$ cat src/rtl/fp8_pkg.sv
// ============================================================================
// Module      : fp8_pkg
// Description : Shared widths, state encodings, special values and raw-word
//               field positions for the fp8 normalise/round stage.
// Revision    : 1.0  initial release
// ============================================================================
`default_nettype none

package fp8_pkg;

    localparam int EXP_W     = 4;
    localparam int MAN_W     = 3;
    localparam int BIAS      = 7;
    localparam int RAW_W     = 16;
    localparam int EXP_INT_W = 8;
    localparam int SIG_W     = 8;

    typedef logic [1:0] state_t;
    localparam state_t ST_IDLE  = 2'd0;
    localparam state_t ST_NORM  = 2'd1;
    localparam state_t ST_ROUND = 2'd2;
    localparam state_t ST_DONE  = 2'd3;

    // Magnitude patterns (everything but the sign bit)
    localparam logic [EXP_W+MAN_W-1:0] INF  = {4'b1111, 3'b000};
    localparam logic [EXP_W+MAN_W-1:0] MAXF = {4'b1110, 3'b111};

    localparam int RAW_SIGN   = 15;
    localparam int RAW_EXP_HI = 14;
    localparam int RAW_EXP_LO = 8;
    localparam int RAW_SIG_HI = 7;
    localparam int RAW_SIG_LO = 0;

    function automatic logic signed [EXP_INT_W-1:0] raw_exp(input logic [RAW_W-1:0] raw);
        return {{(EXP_INT_W - (RAW_EXP_HI - RAW_EXP_LO + 1)){raw[RAW_EXP_HI]}},
                raw[RAW_EXP_HI:RAW_EXP_LO]};
    endfunction

endpackage

`default_nettype wire

$ cat src/rtl/fp8_round_rne.sv
// ============================================================================
// Module      : fp8_round_rne
// Description : Combinational round-to-nearest-even of a 4-bit significand
//               (hidden + 3 mantissa bits) with exponent adjust and flags.
// Revision    : 1.0  initial release
// ============================================================================
`default_nettype none

import fp8_pkg::*;

module fp8_round_rne #(
    parameter int BIAS = fp8_pkg::BIAS
) (
    input  logic [MAN_W:0]                 m,
    input  logic                           guard,
    input  logic                           st,
    input  logic signed [EXP_INT_W-1:0]    exponent,
    output logic [EXP_W-1:0]               field,
    output logic [MAN_W-1:0]               man,
    output logic                           carry,
    output logic                           ovf,
    output logic                           unf
);

    localparam logic signed [EXP_INT_W-1:0] C_EXP_OVF = EXP_INT_W'(2 * BIAS + 1);

    logic                          w_round_up;
    logic [MAN_W+1:0]              w_sum;
    logic [MAN_W:0]                w_m_r;
    logic signed [EXP_INT_W-1:0]   w_exp_r;

    always_comb begin
        w_round_up = guard & (st | m[0]);
        w_sum      = {1'b0, m} + {{(MAN_W + 1){1'b0}}, w_round_up};
        carry      = w_sum[MAN_W+1];
        w_m_r      = carry ? {1'b1, {MAN_W{1'b0}}} : w_sum[MAN_W:0];
        w_exp_r    = exponent + (carry ? EXP_INT_W'(1) : EXP_INT_W'(0));
        // A subnormal that rounds up sets the hidden bit at E==1, so the
        // field naturally becomes 1 here.
        field      = w_m_r[MAN_W] ? w_exp_r[EXP_W-1:0] : {EXP_W{1'b0}};
        man        = w_m_r[MAN_W-1:0];
        ovf        = w_m_r[MAN_W] && (w_exp_r >= C_EXP_OVF);
        unf        = (field == {EXP_W{1'b0}}) && (guard | st);
    end

endmodule

`default_nettype wire

$ cat src/rtl/fp8_norm_round.sv
// ============================================================================
// Module      : fp8_norm_round
// Description : Iterative normaliser (one shift per clock) plus RNE rounding
//               of a raw fp8 product, valid/ready on both sides.
//               Option FP8_SATURATE_EN: overflow gives max finite, not inf.
// Revision    : 1.0  initial release
// ============================================================================
`default_nettype none

import fp8_pkg::*;

module fp8_norm_round #(
    parameter int BIAS      = fp8_pkg::BIAS,
    parameter int MAX_SHIFT = 9
) (
    input  logic        clk,
    input  logic        rst,
    input  logic        in_valid,
    output logic        in_ready,
    input  logic [15:0] in_data,
    output logic        out_valid,
    input  logic        out_ready,
    output logic [7:0]  out_data,
    output logic        out_ovf,
    output logic        out_unf
);

    localparam int CNT_W = $clog2(MAX_SHIFT + 1);
    localparam logic [CNT_W-1:0] C_MAX_SHIFT = CNT_W'(MAX_SHIFT);

`ifdef FP8_SATURATE_EN
    localparam bit C_SATURATE = 1'b1;
`else
    localparam bit C_SATURATE = 1'b0;
`endif

    localparam logic [EXP_W+MAN_W-1:0] C_OVF_MAG = C_SATURATE ? MAXF : INF;
    localparam logic [EXP_W+MAN_W-1:0] C_ZERO    = {(EXP_W + MAN_W){1'b0}};

    state_t                       r_state;
    logic                         r_alive;
    logic                         r_sign;
    logic signed [EXP_INT_W-1:0]  r_exp;
    logic [SIG_W-1:0]             r_sig;
    logic                         r_sticky;
    logic [CNT_W-1:0]             r_cnt;
    logic [7:0]                   r_data;
    logic                         r_ovf;
    logic                         r_unf;

    logic                         w_shift;
    logic [SIG_W-1:0]             w_sig_nx;
    logic signed [EXP_INT_W-1:0]  w_exp_nx;
    logic                         w_sticky_nx;
    logic [CNT_W-1:0]             w_cnt_nx;
    logic                         w_flush;

    logic [EXP_W-1:0]             w_field;
    logic [MAN_W-1:0]             w_man;
    logic                         w_carry_unused;
    logic                         w_rnd_ovf;
    logic                         w_rnd_unf;

    assign in_ready  = r_alive && (r_state == ST_IDLE);
    assign out_valid = (r_state == ST_DONE);
    assign out_data  = r_data;
    assign out_ovf   = r_ovf;
    assign out_unf   = r_unf;

    // Single normalisation step; right shifts (overflowed significand or
    // denormalisation) take priority over the left shift.
    always_comb begin
        w_shift     = 1'b0;
        w_sig_nx    = r_sig;
        w_exp_nx    = r_exp;
        w_sticky_nx = r_sticky;
        if (r_sig[SIG_W-1] || (r_exp < EXP_INT_W'(1))) begin
            w_shift     = 1'b1;
            w_sig_nx    = r_sig >> 1;
            w_exp_nx    = r_exp + EXP_INT_W'(1);
            w_sticky_nx = r_sticky | r_sig[0];
        end else if (!r_sig[SIG_W-2] && (r_exp > EXP_INT_W'(1))) begin
            w_shift     = 1'b1;
            w_sig_nx    = r_sig << 1;
            w_exp_nx    = r_exp - EXP_INT_W'(1);
        end
        w_cnt_nx = r_cnt + CNT_W'(1);
        w_flush  = w_shift && ((w_cnt_nx == C_MAX_SHIFT) || (w_sig_nx == {SIG_W{1'b0}}));
    end

    fp8_round_rne #(
        .BIAS (BIAS)
    ) u_round (
        .m        ({r_sig[6], r_sig[5:3]}),
        .guard    (r_sig[2]),
        .st       (r_sig[1] | r_sig[0] | r_sticky),
        .exponent (r_exp),
        .field    (w_field),
        .man      (w_man),
        .carry    (w_carry_unused),
        .ovf      (w_rnd_ovf),
        .unf      (w_rnd_unf)
    );

    always_ff @(posedge clk or posedge rst) begin
        if (rst) begin
            r_state  <= ST_IDLE;
            r_alive  <= 1'b0;
            r_sign   <= 1'b0;
            r_exp    <= '0;
            r_sig    <= '0;
            r_sticky <= 1'b0;
            r_cnt    <= '0;
            r_data   <= '0;
            r_ovf    <= 1'b0;
            r_unf    <= 1'b0;
        end else begin
            r_alive <= 1'b1;
            case (r_state)
                ST_IDLE: begin
                    if (in_valid && in_ready) begin
                        r_sign   <= in_data[RAW_SIGN];
                        r_exp    <= raw_exp(in_data);
                        r_sig    <= in_data[RAW_SIG_HI:RAW_SIG_LO];
                        r_sticky <= 1'b0;
                        r_cnt    <= '0;
                        r_ovf    <= 1'b0;
                        r_unf    <= 1'b0;
                        if (in_data[RAW_SIG_HI:RAW_SIG_LO] == {SIG_W{1'b0}}) begin
                            r_data  <= {in_data[RAW_SIGN], C_ZERO};
                            r_state <= ST_DONE;
                        end else begin
                            r_state <= ST_NORM;
                        end
                    end
                end
                ST_NORM: begin
                    if (w_shift) begin
                        r_sig    <= w_sig_nx;
                        r_exp    <= w_exp_nx;
                        r_sticky <= w_sticky_nx;
                        r_cnt    <= w_cnt_nx;
                        if (w_flush) begin
                            r_data  <= {r_sign, C_ZERO};
                            r_ovf   <= 1'b0;
                            r_unf   <= 1'b1;
                            r_state <= ST_DONE;
                        end
                    end else begin
                        r_state <= ST_ROUND;
                    end
                end
                ST_ROUND: begin
                    r_data  <= {r_sign, (w_rnd_ovf ? C_OVF_MAG : {w_field, w_man})};
                    r_ovf   <= w_rnd_ovf;
                    r_unf   <= w_rnd_unf;
                    r_state <= ST_DONE;
                end
                ST_DONE: begin
                    if (out_ready) begin
                        r_state <= ST_IDLE;
                    end
                end
                default: r_state <= ST_IDLE;
            endcase
        end
    end

endmodule

`default_nettype wire

$ cat config.mk
export PLATFORM = sky130hd
export DESIGN_NAME = fp8_norm_round
export DESIGN_NICKNAME = d
export VERILOG_FILES = /design/src/rtl/fp8_pkg.sv /design/src/rtl/fp8_round_rne.sv /design/src/rtl/fp8_norm_round.sv
export SDC_FILE = /design/constraint.sdc
export NUM_CORES = 1
export LEC_CHECK = 0
export CAP_MARGIN = 20
export CORE_UTILIZATION = 50
export DETAILED_ROUTE_END_ITERATION = 10
export PLACE_DENSITY = 0.72
export SLEW_MARGIN = 20
export SYNTH_ARGS = -nofsm -noshare
export SYNTH_HDL_FRONTEND = slang
export SYNTH_SLANG_ARGS = --single-unit
$ cat constraint.sdc
create_clock -name clk -period 9.62 [get_ports clk]
set_clock_uncertainty 0.15 [all_clocks]
set_input_delay 0.962 -clock clk [delete_from_list [all_inputs] [get_ports clk]]
set_output_delay 0.962 -clock clk [all_outputs]
set_load 0.01 [all_outputs]
==> summary.txt, run 1 <==
Synthesis
  • Ys flop type: dfrtp_1
  • Post-synth design cell area: 2490 sq um
  • Synth async-reset ratio: 100%
  • Seq/Total Area, Yosys: a little over a third
  • FF+latch count, synth: 35
  • Net Count, Synth: roughly 330
  • Post-synth EDFFs: 0
  • Synth warn: 0
  • Netlist cell types: 57
  • Post-synthesis area per instance: 8.46 sq um
  • Syn Inst Count: about 290

Global route
  • First-pass GRT wire length: about 9600 um
  • Vias in the first global route: roughly 2100
  • Largest net degree at the start of global routing: 36
  • Gr ovfl total: 0
  • Initial antenna violation count: 0
  • Overall Global Routing Usage: 23.6%

CTS
  • Bufs on Longest Clock Path: 2
  • Post-CTS Setup Bufs: 0
  • Cell at the root of the clock tree: clkbuf_8
  • TritonCTS Buffers: 5
  • Worst skew pair latency: roughly 0.29 ns
  • CTS Sinks: 35
  • Cts repair resizes: 0
  • Worst-path clk slew: ~0.080 ns
  • CTS Hold Bufs: 0
  • Htree depth: 2
  • TritonCTS clock tree: yes

Layout
  • Antenna cells: 0
  • Nets: 351
  • Core Util, Final: 62.1%
  • Layout cells sized above 1: roughly 8.4%
  • Area Growth Syn to Fin: 18.6%

Pwr
  • Worst vdd ir: 0.184 mV
  • Sequential power share: 31.5%
  • Switch share: around 48%
  • Lkg Pwr: 1.25 nW
  • Comb pwr share: 54.4%
  • Switch Pwr: approximately 0.00045 W
  • Clock share of power: 14.1%
  • Int Pwr: 0.000494 W
  • Pwr/cell area: ~320 nW/um^2

Drt
  • Vias per cell: around 5.9
  • Via count: ~2300
  • DR WL met2: roughly 2600 um
  • Pre-antenna DRT Iters: 5
  • DRC Markers: 0
  • Violation count after the first detailed-route iteration: 162
  • Routed len/inst: about 15 um
  • Met1 WL: 2760 um
  • Antenna-violating nets left: 0
  • WL met3: between 200 and 300 um
  • Routed WL: between 5000 and 6000 um
  • Highest routed layer: met4

Floorplan
  • DIE AREA: ~5300 sq um
  • Initial Util: 52.3%
  • Die width: between 70 and 80 um
  • Row count: 25
  • Area of the core: about 4800 sq um
  • Die Y: between 70 and 80 um
  • # IOs: 32

Worst setup path
  • Reg2reg setup slack: 6.23 ns
  • Startpoint Class: register
  • WS Path Type: register to register
  • Crit path max fanout: 14
  • R2r startpoint: r_exp[2]
  • R2R depth: 7
  • Required @ worst endpoint: 9.65 ns
  • CP endpoint kind: register
  • Worst path arrival time: 3.42 ns
  • FF-to-FF End: out_data[6]

Place
  • Final estimated routing congestion in global placement: roughly 0.84
  • Number of buffers added on ports: 31
  • Post-DP HPWL: 4250 um

STA
  • Hold slack: approximately 0.36 ns
  • Least-Margin Pin Slew: roughly 0.7 ns
  • RSZ-0062 raised after global routing: no
  • Final Hold Viols: 0
  • Slew margin rel.: 52.4%
  • Period minus WS final: 3.39 ns
  • Final Max Slew Viols: 0
  • Setup-failing EPs final: 0
  • Part of the cycle the worst path needs: 35.2%
  • Fin Setup TNS: 0 ns
  • Fmax: about 290 MHz

Min path
  • Hold path start: out_data[4]
  • Hold Crit Class: register to register
  • WHS Endpoint: out_data[4]
  • Cell depth of the worst hold path: 1

Status
  • Status: completed

Run
  • Max-cap viol count: 0
==> placed cells by master, fill, tap and decap left out, types with 2 or more instances in the layout <==
cell type	netlist	routed
nand2_1	38	38
dfrtp_1	35	35
o21ai_0	31	31
clkdlybuf4s50_1	0	31
a21oi_1	20	20
inv_1	16	16
nand3_1	14	14
nor2_1	14	14
ha_1	12	12
mux2_2	9	9
mux2i_1	6	6
nor3_1	5	5
clkbuf_8	0	5
and3_1	4	4
o22ai_1	4	4
o211ai_1	4	4
nand4_1	4	4
xnor2_1	4	4
o221ai_1	3	3
o21a_1	3	3
a22oi_1	3	3
nand2b_1	3	3
o31ai_1	3	3
buf_4	1	3
nor3b_1	2	2
a21o_1	2	2
and2_1	2	2
o21ai_1	2	2
nor2b_1	2	2
xor2_1	2	2
a221oi_1	2	2
o2111ai_1	2	2
nor4_1	2	2
or4_1	2	2
a31oi_1	2	2
==> routing by layer <==
metal / up-vias / track usage [%]
li1: 1119 / -
met1: 1089 / 31.8
met2: 63 / 38.1
met3: 12 / 4.86
met4: 0 / 7.41
met5: - / 0
==> worst max-delay path, stage by stage (launching register included) <==
cell,delay (ns)
dfrtp_1,0.56
nor4_4,0.61
a311o_1,0.60
nor3_1,0.11
o2111ai_1,0.32
nor4_2,0.11
o21ai_2,0.42
mux2_2,0.39
==> cells in the mapped netlist (3+ instances only) <==
cell type	instances	area (sq um)
and3_1	4	25.0
dfrtp_1	35	876
o221ai_1	3	26.3
nand2b_1	3	18.8
a21oi_1	20	100
a22oi_1	3	22.5
nor2_1	14	52.6
xnor2_1	4	35.0
o22ai_1	4	25.0
inv_1	16	60.1
nor3_1	5	25.0
o21a_1	3	22.5
nand3_1	14	70.1
nand2_1	38	143
o31ai_1	3	22.5
mux2_2	9	101
nand4_1	4	25.0
mux2i_1	6	60.1
ha_1	12	150
buf_2	3	15.0
o21ai_0	31	155
o211ai_1	4	30.0
clkbuf_1	11	41.3
==> registers in the layout, indices dropped and copies added, names as in the netlist <==
name / cells
r_sig: 8
out_data: 8
out_ovf: 1
r_exp: 8
r_alive: 1
r_sticky: 1
out_unf: 1
r_cnt: 4
r_state: 2
r_sign: 1
==> per-stage QoR <==
step	instance area, sq um	power (W)	worst slack (ns)	cells
after floorplan	2490	0.000677	6.34	294
after global placement	2840	0.000800	6.13	379
after detailed placement	2840	0.000808	6.00	379
after CTS	2950	0.000945	5.99	387
after global routing	2950	0.00103	6.01	387
final	2950	0.000949	6.23	387
==> worst max-delay path by stage <==
stage | startpoint | end | slack (ns)
after floorplan | r_sig[3] | out_data[0] | 6.34
after global placement | r_sig[3] | out_data[0] | 6.13
after detailed placement | r_sig[3] | out_data[0] | 6.00
after CTS | r_sig[3] | out_data[0] | 5.99
after global routing | r_sig[3] | out_data[0] | 6.01
final | r_exp[2] | out_data[6] | 6.23
==> area by class of cell <==
type	instances	area, sq um
clock buffers	5	68.8
clock inverters	3	43.8
fillers	434	1800
inverters	16	60.1
multi-input cells	227	1490
flip-flops and latches	35	876
well taps	67	83.8
repair buffers	34	333
==> power by group through the flow <==
stage / logic [W] / clock network [W] / registers (W)
6_report: 0.000516 / 0.000134 / 0.000299
5_1_grt: 0.000574 / 0.000143 / 0.000310
4_1_cts: 0.000512 / 0.000137 / 0.000297
3_5_place_dp: 0.000508 / 0 / 0.000299
3_3_place_gp: 0.000502 / 0 / 0.000298
2_1_floorplan: 0.000424 / 0 / 0.000253
==> cells by family (layout without fill, tap and decap cells) <==
| group | after synthesis | in the layout | synth area share, % |
|---|---|---|---|
| buffers and inverters | 32 | 58 | 5.13 |
| other | 1 | 1 | 0.151 |
| adder cells (fa/ha/maj) | 12 | 12 | 6.03 |
| XOR/XNOR | 6 | 6 | 2.11 |
| flip-flops | 35 | 35 | 35.2 |
| AND/OR/NAND/NOR | 97 | 97 | 19.4 |
| multiplexers | 16 | 16 | 6.94 |
| AO/OA/AOI/OAI | 95 | 95 | 25.1 |
Power figures use the tool's default switching activity.
==> run 2: changes to the inputs <==
PLACE_DENSITY = 0.75   (was 0.72)
clock period = 2.9 ns   (was 9.62 ns; I/O delays follow)
==> run 2 against run 1 <==
Total power rose to 3.8 times the previous value. Sequential share of layout area fell by 2.4 points. Worst setup slack got worse by 6.1 ns. Critical endpoint is now out_data[0]. Register-to-register slack got worse by 6.1 ns. Via count rose by 6.3%.
==> summary.txt, run 2 (same netlist as run 1, synthesis figures left out) <==
Place
  • Pre-CTS setup slack: -0.000955 ns (-6.01 ns)
  • Cell Area, Placed: 3030 sq um (+6.6%)
  • Placed Cells: 400 (+5.5%)
  • Final estimated routing congestion in global placement: 0.836 (about the same)
  • Number of buffers added on ports: 31 (unchanged)
  • Post-DP HPWL: 4560 um (+7.3%)

Layout
  • Commonest non-fill, non-tap cells in the layout: nand2_1 (38), dfrtp_1 (35), clkdlybuf4s50_1 (31), o21ai_0 (30), buf_4 (23)
  • Layout cells sized above 1: 16.7% (+8.3 points)
  • Final Cell Area: 3210 sq um (+8.9%)
  • Nets: 372 (+6.0%)
  • Area Growth Syn to Fin: 29.1%
  • Cell Count, Final, Fillers Out: 408 (+5.4%)
  • Commonest non-fill, non-tap cell in the layout: nand2_1
  • Antenna cells: 0 (unchanged)

Drt
  • Vias per cell: 5.95 (+0.84%)
  • Routed WL: 6290 um (+8.8%)
  • Violation count after the first detailed-route iteration: 199 (+23%)
  • Routed len/inst: 15.4 um (+3.2%)
  • Pre-antenna DRT Iters: 5 (unchanged)
  • Via count: 2427 (+6.3%)
  • Antenna-violating nets left: 0 (unchanged)
  • DRC Markers: 0 (unchanged)

Pwr
  • Worst vdd ir: 0.584 mV (+220%)
  • Lkg Pwr: 1.36 nW (+9.0%)
  • Pwr/cell area: 1120 nW/um^2 (+250%)
  • Design Power: 0.00361 W (+280%)

Global route
  • First-pass GRT wire length: 10200 um (+6.3%)
  • GR peak layer: met2
  • Overall Global Routing Usage: 25.2% (+1.6 points)
  • Gr ovfl total: 0 (unchanged)
  • Vias in the first global route: 2163 (+3.7%)
  • Largest net degree at the start of global routing: 36 (unchanged)
  • Initial antenna violation count: 0 (unchanged)
  • M2 GR Usage: 41.7% (+3.6 points)
  • M3 GR Usage: 5.14% (+0.28 points)
  • M1 GR Usage: 33.7% (+1.8 points)

Worst setup path
  • CP peak stage delay: 0.43 ns (-0.18 ns)
  • WS Path Type: register to register
  • Crit path buf inv count: 2 (+2)
  • Worst path arrival time: 2.80 ns (-0.62 ns)
  • Crit path max fanout: 10 (-4)
  • CP delay by family, top: compound AO/OA/AOI/OAI gates
  • Slowest cell on crit path: a311o_2
  • Required @ worst endpoint: 2.93 ns (-6.72 ns)
  • CP cell instances: inv_1 -> ha_1 -> a311o_2 -> nor3_1 -> o2111ai_1 -> nor4_2 -> o21ai_2 -> buf_12 -> mux2_1
  • Startpoint Class: register
  • CP endpoint kind: register

STA
  • Least-Margin Pin Slew: 0.524 ns (-0.178 ns)
  • Part of the cycle the worst path needs: 95.5% (+60 points)
  • Fmax: 361 MHz (+22%)
  • Slew margin rel.: 65.1% (+13 points)
  • Hold slack: 0.245 ns (-0.112 ns)
  • Period minus WS final: 2.77 ns (-0.621 ns)
  • PnR worst setup slack: 0.131 ns (-6.10 ns)
  • Final Max Slew Viols: 0 (unchanged)
  • RSZ-0062 raised after global routing: no
  • Final Hold Viols: 0 (unchanged)
  • Setup-failing EPs final: 0 (unchanged)

CTS
  • Post-CTS Setup Bufs: 0 (unchanged)
  • Cell at the root of the clock tree: clkbuf_8
  • Worst-path clk slew: 0.08 ns (about the same)
  • Htree depth: 2 (unchanged)
  • Worst skew pair latency: 0.29 ns (about the same)
  • CTS Hold Bufs: 0 (unchanged)
  • Bufs on Longest Clock Path: 2 (unchanged)
  • TritonCTS clock tree: yes
  • TritonCTS Buffers: 5 (unchanged)
  • CTS Sinks: 35 (unchanged)

Run
  • Max-cap viol count: 0 (unchanged)

Floorplan
  • Die width: 72.6 um (unchanged)
  • # IOs: 32 (unchanged)
  • Row count: 25 (unchanged)
  • Die Y: 72.6 um (unchanged)
  • DIE AREA: 5260 sq um (unchanged)
  • Area of the core: 4750 sq um (unchanged)
  • Initial Util: 52.3% (unchanged)

Min path
  • Hold Crit Class: input port to asynchronous set/reset pin

Status
  • Status: completed
## run 2: layout make-up
class                      instances  area [sq um]
clock buffer                       5          68.8
inverter                          16          60.1
clock inverter                     3          67.6
sequential                        35           876
tap                               67          83.8
multi-input combinational        227          1550
fill                             395          1540
timing repair buffer              55           503
## run 2: final timing paths
check                         start          end  slack [ns]  cells after the start
max                        r_exp[0]  out_data[0]        0.13                      9
min                             rst      out_ovf        0.24                      3
max reg2reg                r_exp[0]  out_data[0]        0.13                      9
min reg2reg                  r_sign       r_sign        0.34                      2
max in group asynchronous       rst     r_exp[7]        2.02                      3
min in group clk             r_sign       r_sign        0.34                      2
## run 2: power breakdown
group          switching (W)  total [W]  internal (W)
Clock               0.000195   0.000538      0.000343
Combinational        0.00126    0.00222      0.000964
Sequential          0.000176   0.000850      0.000674
## run 2: through the flow
step           setup TNS, ns  util [%]
2_1_floorplan              0         -
3_3_place_gp               0      63.6
3_5_place_dp       -0.000955      63.6
4_1_cts                    0      66.5
5_1_grt                    0      67.6
6_report                   0      67.6
## run 2: routing by layer
| metal | vias up | wire length, um |
|---|---|---|
| li1 | 1168 | - |
| met1 | 1154 | 2840 |
| met2 | 95 | 3020 |
| met3 | 10 | 367 |
| met4 | 0 | 66 |
| met5 | - | 0 |
## run 2: worst reg2reg max path, cell delays in order, from the launching register on
cell       delay [ns]
dfrtp_1          0.39
inv_1            0.08
ha_1             0.26
a311o_2          0.43
nor3_1           0.20
o2111ai_1        0.20
nor4_2           0.37
o21ai_2          0.13
buf_12           0.15
mux2_1           0.31
## run 2: repair_timing
action,CTS,global route
pin swaps,1,4
resized for setup,0,11
cloned,0,0
setup endpoints to repair,1,10
